==> config.mk <==
export PLATFORM = sky130hd
export DESIGN_NAME = neuron_mac_seq
export DESIGN_NICKNAME = d
export VERILOG_FILES = /design/src/rtl/neuron_mac_seq.sv
export SDC_FILE = /design/constraint.sdc
export NUM_CORES = 1
export LEC_CHECK = 0
export BUFFER_PORTS_ARGS = -buffer_cell sky130_fd_sc_hd__buf_2
export CORE_MARGIN = 1.5
export CORE_UTILIZATION = 54
export DETAILED_ROUTE_END_ITERATION = 8
export PLACE_DENSITY = 0.74
export SLEW_MARGIN = 0
export SYNTH_ARGS = -nofsm -noshare
export SYNTH_HDL_FRONTEND = slang
export SYNTH_SLANG_ARGS = --single-unit
==> constraint.sdc <==
create_clock -name clk -period 8.1 [get_ports clk]
set_clock_uncertainty 0.15 [all_clocks]
set_input_delay 2.43 -clock clk [delete_from_list [all_inputs] [get_ports clk]]
set_output_delay 2.43 -clock clk [all_outputs]
set_load 0.005 [all_outputs]
==> src/rtl/neuron_mac_seq.sv <==
// neuron_mac_seq: time-multiplexed fixed-point neuron, one multiplier, loadable weights/bias, valid/ready in and out
module neuron_mac_seq #(
    parameter int N_IN   = 5,
    parameter int DATA_W = 16,
    parameter int WGT_W  = 16,
    parameter int ACC_W  = 40,
    parameter int SHIFT  = 13,
    parameter int OUT_W  = 16,
    parameter int ACT    = 1,
    parameter int ROUND  = 0
) (
    input  logic                       clk,
    input  logic                       reset,
    input  logic                       in_valid,
    output logic                       in_ready,
    input  logic [N_IN*DATA_W-1:0]     in_data,
    output logic                       out_valid,
    input  logic                       out_ready,
    output logic [OUT_W-1:0]           out_data,
    input  logic                       w_wr_en,
    input  logic [$clog2(N_IN+1)-1:0]  w_addr,
    input  logic [WGT_W-1:0]           w_data,
    output logic                       w_err
);
    localparam int AW = $clog2(N_IN + 1);
    localparam int IW = (N_IN > 1) ? $clog2(N_IN) : 1;
    localparam int PW = DATA_W + WGT_W;
    localparam int SW = ACC_W + 2;
    localparam logic signed [SW-1:0] RND  = (ROUND != 0 && SHIFT > 0) ? SW'(1) << (SHIFT - 1) : '0;
    localparam logic signed [SW-1:0] OMAX = {{(SW-OUT_W+1){1'b0}}, {(OUT_W-1){1'b1}}};
    localparam logic signed [SW-1:0] OMIN = {{(SW-OUT_W+1){1'b1}}, {(OUT_W-1){1'b0}}};

    typedef enum logic [1:0] {IDLE, MAC, ACT_S, OUT} state_t;

    state_t                    state_q, state_d;
    logic signed [DATA_W-1:0]  x_q [N_IN];
    logic signed [DATA_W-1:0]  x_d [N_IN];
    logic signed [WGT_W-1:0]   w_q [N_IN];
    logic signed [WGT_W-1:0]   w_d [N_IN];
    logic signed [WGT_W-1:0]   bias_q, bias_d;
    logic signed [ACC_W-1:0]   acc_q, acc_d;
    logic [IW-1:0]             idx_q, idx_d;
    logic [OUT_W-1:0]          out_data_q, out_data_d;
    logic                      out_valid_q, out_valid_d;
    logic                      w_err_q, w_err_d;
    logic                      w_ok;
    logic signed [PW-1:0]      prod;
    logic signed [SW-1:0]      s, r, rl;
    logic [OUT_W-1:0]          sat;

    assign in_ready  = (state_q == IDLE) && reset;
    assign out_valid = out_valid_q;
    assign out_data  = out_data_q;
    assign w_err     = w_err_q;

    always_comb begin
        w_ok = w_wr_en && state_q == IDLE && w_addr <= AW'(N_IN);
        prod = x_q[idx_q] * w_q[idx_q];
        // bias sits in product scale, so it joins the sum before the shift
        s    = SW'(acc_q) + SW'(bias_q) + RND;
        r    = s >>> SHIFT;
        rl   = (ACT != 0 && r[SW-1]) ? '0 : r;
        sat  = rl > OMAX ? OMAX[OUT_W-1:0] : rl < OMIN ? OMIN[OUT_W-1:0] : rl[OUT_W-1:0];
        state_d     = state_q;
        x_d         = x_q;
        w_d         = w_q;
        bias_d      = bias_q;
        acc_d       = acc_q;
        idx_d       = idx_q;
        out_data_d  = out_data_q;
        out_valid_d = out_valid_q;
        w_err_d     = w_wr_en && !w_ok;
        for (int i = 0; i < N_IN; i++)
            if (w_ok && w_addr == AW'(i)) w_d[i] = w_data;
        if (w_ok && w_addr == AW'(N_IN)) bias_d = w_data;
        case (state_q)
            IDLE: if (in_valid) begin
                for (int i = 0; i < N_IN; i++) x_d[i] = in_data[i*DATA_W +: DATA_W];
                acc_d   = '0;
                idx_d   = '0;
                state_d = MAC;
            end
            MAC: begin
                acc_d   = acc_q + ACC_W'(prod);
                idx_d   = idx_q + IW'(1);
                state_d = (idx_q == IW'(N_IN - 1)) ? ACT_S : MAC;
            end
            ACT_S: begin
                out_data_d  = sat;
                out_valid_d = 1'b1;
                state_d     = OUT;
            end
            default: if (out_ready) begin
                out_valid_d = 1'b0;
                state_d     = IDLE;
            end
        endcase
    end

    always_ff @(posedge clk) begin
        if (!reset) begin
            state_q     <= IDLE;
            x_q         <= '{default: '0};
            w_q         <= '{default: '0};
            bias_q      <= '0;
            acc_q       <= '0;
            idx_q       <= '0;
            out_data_q  <= '0;
            out_valid_q <= 1'b0;
            w_err_q     <= 1'b0;
        end else begin
            state_q     <= state_d;
            x_q         <= x_d;
            w_q         <= w_d;
            bias_q      <= bias_d;
            acc_q       <= acc_d;
            idx_q       <= idx_d;
            out_data_q  <= out_data_d;
            out_valid_q <= out_valid_d;
            w_err_q     <= w_err_d;
        end
    end
endmodule

==> results.ini, run 1 <==
[setup_path]
cp_max_fo=19
reg2reg_from=idx_q[1]
cp-startpoint=idx_q[1]
path_class=flop to flop
end_kind=flop
critical_path.slowest_cell=or4b_2
ff2ff_setup_slack_ns=0.28
reg2reg_depth=24
cp_cell_sequence=buf_12, mux2_2, a21oi_1, o21a_1, nor2_1, fa_1, inv_1, fa_1, fa_1, inv_1, fa_1, fa_1, inv_1, fa_1, inv_1, ha_1, and3_1, nand4_1, a31oi_1, nor2_1, a21oi_1, a21oi_1, or4b_2, nand3_1
worstPathRequired_ns=8.47
timing.rr.end=acc_q[23]
critPathMaxStageDelay_ns=0.64
cp-endpoint=acc_q[23]
cp-start-kind=flop
arrival_ns=8.20
crit_top_cell=fa_1

[cells_and_area]
num_antenna_cells=0
fillers=3940
drive_above_1_share_pct=11.1
fin_area_um2=27100
register_area_um2=4790
nets=3571
multi_input_area_um2=17700
area_growth_pct=10.3

[timing]
worst_pin_slew_ns=1.18
period_needed_ns=7.82
setup_violations=0
rsz0062_at_grt=no
drv_slew=0
finalSetupTns_ns=0
fmax_ghz=0.128
finalWorstSetupSlack_ns=0.279
slew_headroom_pct=20.8
hold_violations=0
post-route-period-util_pct=96.6

[placed_design]
gp_congestion=0.984
dpl_cell_area_um2=26000
place_hpwl_mm=54.7
io_buffer_count=122
place_ws_ns=0.105

[floorplan]
core_um2=44500
rows=77
die_y_um=216
die_w_um=216
start_util_pct=55.2
io_pins=123
dieArea_um2=46800

[global_route]
overflow=0
grt_pass1_vias=21100
grt_pass1_wl_mm=111
antenna_found_initial=0
grt_start_max_net_pins=105
grt_use_total_pct=29.8

[synth]
synth_top_cell_by_area=fa_1
ys_ff_latch=239
synthTopCellsByArea=fa_1 27%, dfxtp_1 19%, nand2_1 8.3%
synthTopCellsByCount=540 x nand2_1, 433 x inv_1, 330 x fa_1
synth_cell_types=68
syn-cell-area_um2=24600
synth_edf_count=0
yosysTopAreaCellShare_pct=26.9
yosys_warnings=0
synthCells=2884
ys_seq_area_share_pct=19.5
synth.most_common_cell=nand2_1
avgSynthCellArea_um2=8.52
async_flop_share_pct=0
synth_flop_cell=dfxtp_1
syn_nets=3474

[cts]
cts_inserted_buffers=28
ctsHoldBuffers=0
cts.htree.levels=1
clk_pin_slew_ns=0.06
cts-root-buf=clkbuf_16
cts_tree=done
cts_sinks=239
clk_path_buf_depth=3
clock_latency_ns=0.59

[min_path]
holdCritPathClass=flop to flop

[pwr]
power.total_uw=3090
p_per_area_nw_per_um2=114
vdd_drop_max_uv=162
power.leakage_uw=0.0128

[routing]
avgViaCountPerCell=5.63
drt-total-wl_mm=67.2
antenna_left=0
drc=0
firstDrtPassIters=6
vias=20200
drt-initial-drc-count=1286
wl_per_cell_um=18.7

[job]
drv_cap=0

[run_status]
status=completed

state kept, by name (all words and copies together) (netlist names):
register / flops
acc_q: 40
bias_q: 16
idx_q: 3
out_data: 16
out_valid: 1
state_q: 2
w_err: 1
w_q: 80
x_q: 80
stage by stage:
stage                     utilization, %  hold WS (ns)  cells
after floorplan                        -         0.290   2884
after global placement              58.4         0.299   3540
after detailed placement            58.4         0.310   3540
after CTS                           60.7         0.318   3591
after global routing                60.9         0.334   3594
final                               60.9         0.315   3594
what timing repair did:
item                       in CTS  in global routing
setup endpoints to repair       0                 11
gates resized for setup         0                 19
buffers inserted                0                  3
worst max-delay path, delay by kind of cell (launching register included):
kind | cells | cell delay [ns]
buf+inv | 5 | 0.40
fa+ha+maj | 7 | 3.45
simple gates | 6 | 1.51
mux | 1 | 0.34
flops | 1 | 0.46
compound gates | 5 | 1.42
layer usage:
layer / vias up / routed length (um) / track usage [%]
met5: - / 0 / 0
li1: 9460 / - / -
met3: 146 / 4950 / 5.39
met1: 9905 / 29600 / 41.3
met2: 722 / 30100 / 47.4
met4: 0 / 2530 / 9.91
area by class of cell:
class,count,area share [%]
clock buffer,38,2.98
clock inverter,13,0.725
inverter,433,6.01
multi-input combinational,2079,65.3
sequential,239,17.7
tap,592,2.73
timing repair buffer,200,4.56
where the power goes:
part	internal, uW	total [uW]	switching, uW
registers	1210	1240	31.1
logic	180	478	298
clock network	828	1370	544
total	2220	3090	873
cell usage in the layout (no fill, tap or decap), types with 7 or more instances in the layout:
cell | Yosys | routed
a211o_1 | 7 | 7
a211oi_1 | 15 | 14
a21boi_0 | 164 | 164
a21o_1 | 32 | 32
a21oi_1 | 99 | 99
a21oi_2 | 10 | 10
a22oi_1 | 31 | 30
a31oi_1 | 14 | 14
and2_1 | 14 | 13
and3_1 | 12 | 12
buf_2 | 3 | 121
buf_4 | 0 | 76
clkbuf_16 | 0 | 28
clkbuf_8 | 0 | 7
dfxtp_1 | 239 | 237
fa_1 | 330 | 329
ha_1 | 156 | 156
inv_1 | 433 | 432
mux2_2 | 20 | 20
mux2i_1 | 42 | 42
mux4_2 | 13 | 13
nand2_1 | 540 | 539
nand2b_1 | 11 | 11
nand3_1 | 19 | 19
nand4_1 | 15 | 15
nor2_1 | 192 | 191
nor2b_1 | 48 | 48
nor3_1 | 16 | 14
o211ai_1 | 13 | 13
o21a_1 | 24 | 23
o21ai_0 | 82 | 79
o21ai_1 | 17 | 15
o21bai_1 | 9 | 9
xnor2_1 | 34 | 34
xor2_1 | 20 | 20
cells by family (layout without fill, tap and decap cells):
kind of cell | count (synthesis) | count (layout) | share of synthesized area, %
flip-flops | 239 | 239 | 19.5
AO/OA/AOI/OAI | 561 | 561 | 15.6
XOR/XNOR | 54 | 54 | 1.93
multiplexers | 75 | 75 | 3.82
AND/OR/NAND/NOR | 903 | 903 | 15.6
adder cells (fa/ha/maj) | 486 | 486 | 34.8
buffers and inverters | 566 | 684 | 8.76
how the worst min path moves through the flow:
stage	from	to	slack (ns)	depth (start not counted)
2_1_floorplan	x_q[17]	x_q[17]	0.29	2
6_report	x_q[79]	x_q[79]	0.31	2
3_5_place_dp	w_q[1]	w_q[1]	0.31	2
4_1_cts	w_q[48]	w_q[48]	0.32	2
3_3_place_gp	w_q[56]	w_q[56]	0.30	2
5_1_grt	w_q[1]	w_q[1]	0.33	2
(Power assumes the default switching activity.)
==> run 2: changes to the inputs <==
==> constraint.sdc (replaced) <==
create_clock -name clk -period 8.1 [get_ports clk]
set_clock_uncertainty 0.15 [all_clocks]
set_input_delay 2.025 -clock clk [delete_from_list [all_inputs] [get_ports clk]]
set_output_delay 2.025 -clock clk [all_outputs]
set_load 0.005 [all_outputs]
==> run 2 against run 1 <==
Global-route usage up 0.17 points. Critical path depth up 4. Worst hold slack worse by 0.00072 ns. Core utilization down 0.16 points. Sequential share of layout area about the same. Worst setup slack better by 0.056 ns. Combinational power about the same. Register-to-register slack better by 0.06 ns. Sequential cell count unchanged. Maximum frequency up 0.72%. Total power down 2.8%. Critical endpoint is now acc_q[37].
==> results.ini, run 2 (synthesized netlist as in run 1, its figures left out) <==
[run_status]
status=completed

[cells_and_area]
final_cell_mix=539 x nand2_1, 432 x inv_1, 329 x fa_1
fin_area_um2=27000
final_common_cell=nand2_1
area_growth_pct=10.0
nets=3570
num_antenna_cells=0
final_core_util_pct=60.7
reg.largest.list=w_q x80, x_q x80, acc_q x40
drive_above_1_share_pct=11.1

[pwr]
intPower_uw=2140
p_switching_uw=870
power.leakage_uw=0.0128
p_sw_share_pct=28.9
pwr-share-seq_pct=41.4
p_comb_share_pct=15.9
vdd_drop_max_uv=151
p_per_area_nw_per_um2=111
pwr-share-clk_pct=42.7
power.total_uw=3010

[floorplan]
io_pins=123
die_w_um=216
core_um2=44500
die_y_um=216
start_util_pct=55.2
dieArea_um2=46800
rows=77

[cts]
cts_inserted_buffers=28
ctsHoldBuffers=0
clock_latency_ns=0.58
cts-root-buf=clkbuf_16
cts_sinks=239
cts_tree=done
clk_path_buf_depth=3
cts.htree.levels=1
clk_pin_slew_ns=0.06

[routing]
drt-total-wl_mm=67.4
firstDrtPassIters=6
met1Wirelength_mm=29.5
met2_length_mm=30.3
met3_length_mm=5.15
drc=0
avgViaCountPerCell=5.63
wl_per_cell_um=18.8
drt-initial-drc-count=1433
dr.max_layer_used=met4
antenna_left=0
vias=20200

[global_route]
grt_start_max_net_pins=105
grt_use_total_pct=30.0
grt_pass1_vias=21000
grt_pass1_wl_mm=112
antenna_found_initial=0
overflow=0

[timing]
finalSetupTns_ns=0
setup_violations=0
post-route-period-util_pct=95.9
worst_hold_slack_ns=0.314
slew_headroom_pct=16.4
drv_slew=0
period_needed_ns=7.77
worst_pin_slew_ns=1.24
fmax_ghz=0.129
hold_violations=0

[setup_path]
ff2ff_setup_slack_ns=0.33
critPathMaxStageDelay_ns=0.54
cp_max_fo=12
reg2reg_depth=28
worstPathRequired_ns=8.42
arrival_ns=8.09
reg2reg_from=idx_q[1]
cp-start-kind=flop
cpLargestDelayFamily=adder cells
timing.rr.end=acc_q[37]
end_kind=flop
path_class=flop to flop
crit_buf_inv=7
critical_path.slowest_cell=fa_1
crit_top_cell=fa_1

[min_path]
min_to=w_q[49]
min_from=w_q[49]
holdCritPathClass=flop to flop
whs_path_depth=2

[placed_design]
place_hpwl_mm=54.8
gp_congestion=0.984
dpl_cell_area_um2=26000
io_buffer_count=122

[job]
drv_cap=0

==> run 2: changes by cell type in the layout (fill, tap and decap cells not counted), moves of 2 or more <==
| cell | delta |
|---|---|
| inv_8 | +2 |
| clkinv_2 | +7 |
| o21ai_2 | +2 |
| clkbuf_8 | -6 |
| clkinv_4 | -2 |
==> run 2: cell type report <==
type                            instances  area (um2)
Timing Repair Buffer                  199        1230
Clock inverter                         19         205
Inverter                              433        1630
Multi-Input combinational cell       2079       17700
Clock buffer                           32         726
Sequential cell                       239        4790
Tap cell                              592         741
Fill cell                            3893       17500
==> run 2: per-stage QoR <==
stage,setup WS (ns),instances
floorplan,0.252,2884
global placement,0.212,3540
detailed placement,0.0955,3540
CTS,0.0562,3591
global route,-0.0130,3593
finish,0.334,3593
==> run 2: power by group through the flow <==
stage	combinational [uW]	sequential [uW]	clock, uW
after detailed placement	464	1270	0
after global placement	455	1270	0
after CTS	471	1240	1310
after global routing	527	1250	1350
final	478	1240	1290
after floorplan	303	1250	0
==> run 2: worst max-delay path by stage <==
stage | from | to | slack (ns) | cells past startpoint
floorplan | idx_q[0] | acc_q[37] | 0.25 | 27
global placement | idx_q[0] | acc_q[37] | 0.21 | 24
detailed placement | idx_q[1] | acc_q[37] | 0.1 | 25
CTS | idx_q[1] | acc_q[37] | 0.06 | 25
global route | idx_q[1] | acc_q[36] | -0.01 | 27
finish | idx_q[1] | acc_q[37] | 0.33 | 28
==> run 2: worst reg2reg max path: cells and delay by family (launching register included) <==
kind            cells  cell delay, ns
compound gates     10            2.31
fa+ha+maj           7            3.37
buf+inv             7            0.81
flops               1            0.46
mux                 1            0.29
simple gates        3            0.25
==> run 2: metal layers <==
metal / vias up / GRT usage, %
li1: 9454 / -
met1: 9920 / 41.9
met2: 714 / 47.6
met3: 142 / 5.05
met4: 0 / 9.72
met5: - / 0
==> run 2: repair_timing <==
| action | 4_1_cts | 5_1_grt |
|---|---|---|
| gates resized for setup | 0 | 23 |
| setup endpoints to repair | 0 | 14 |
| setup buffers | 0 | 2 |
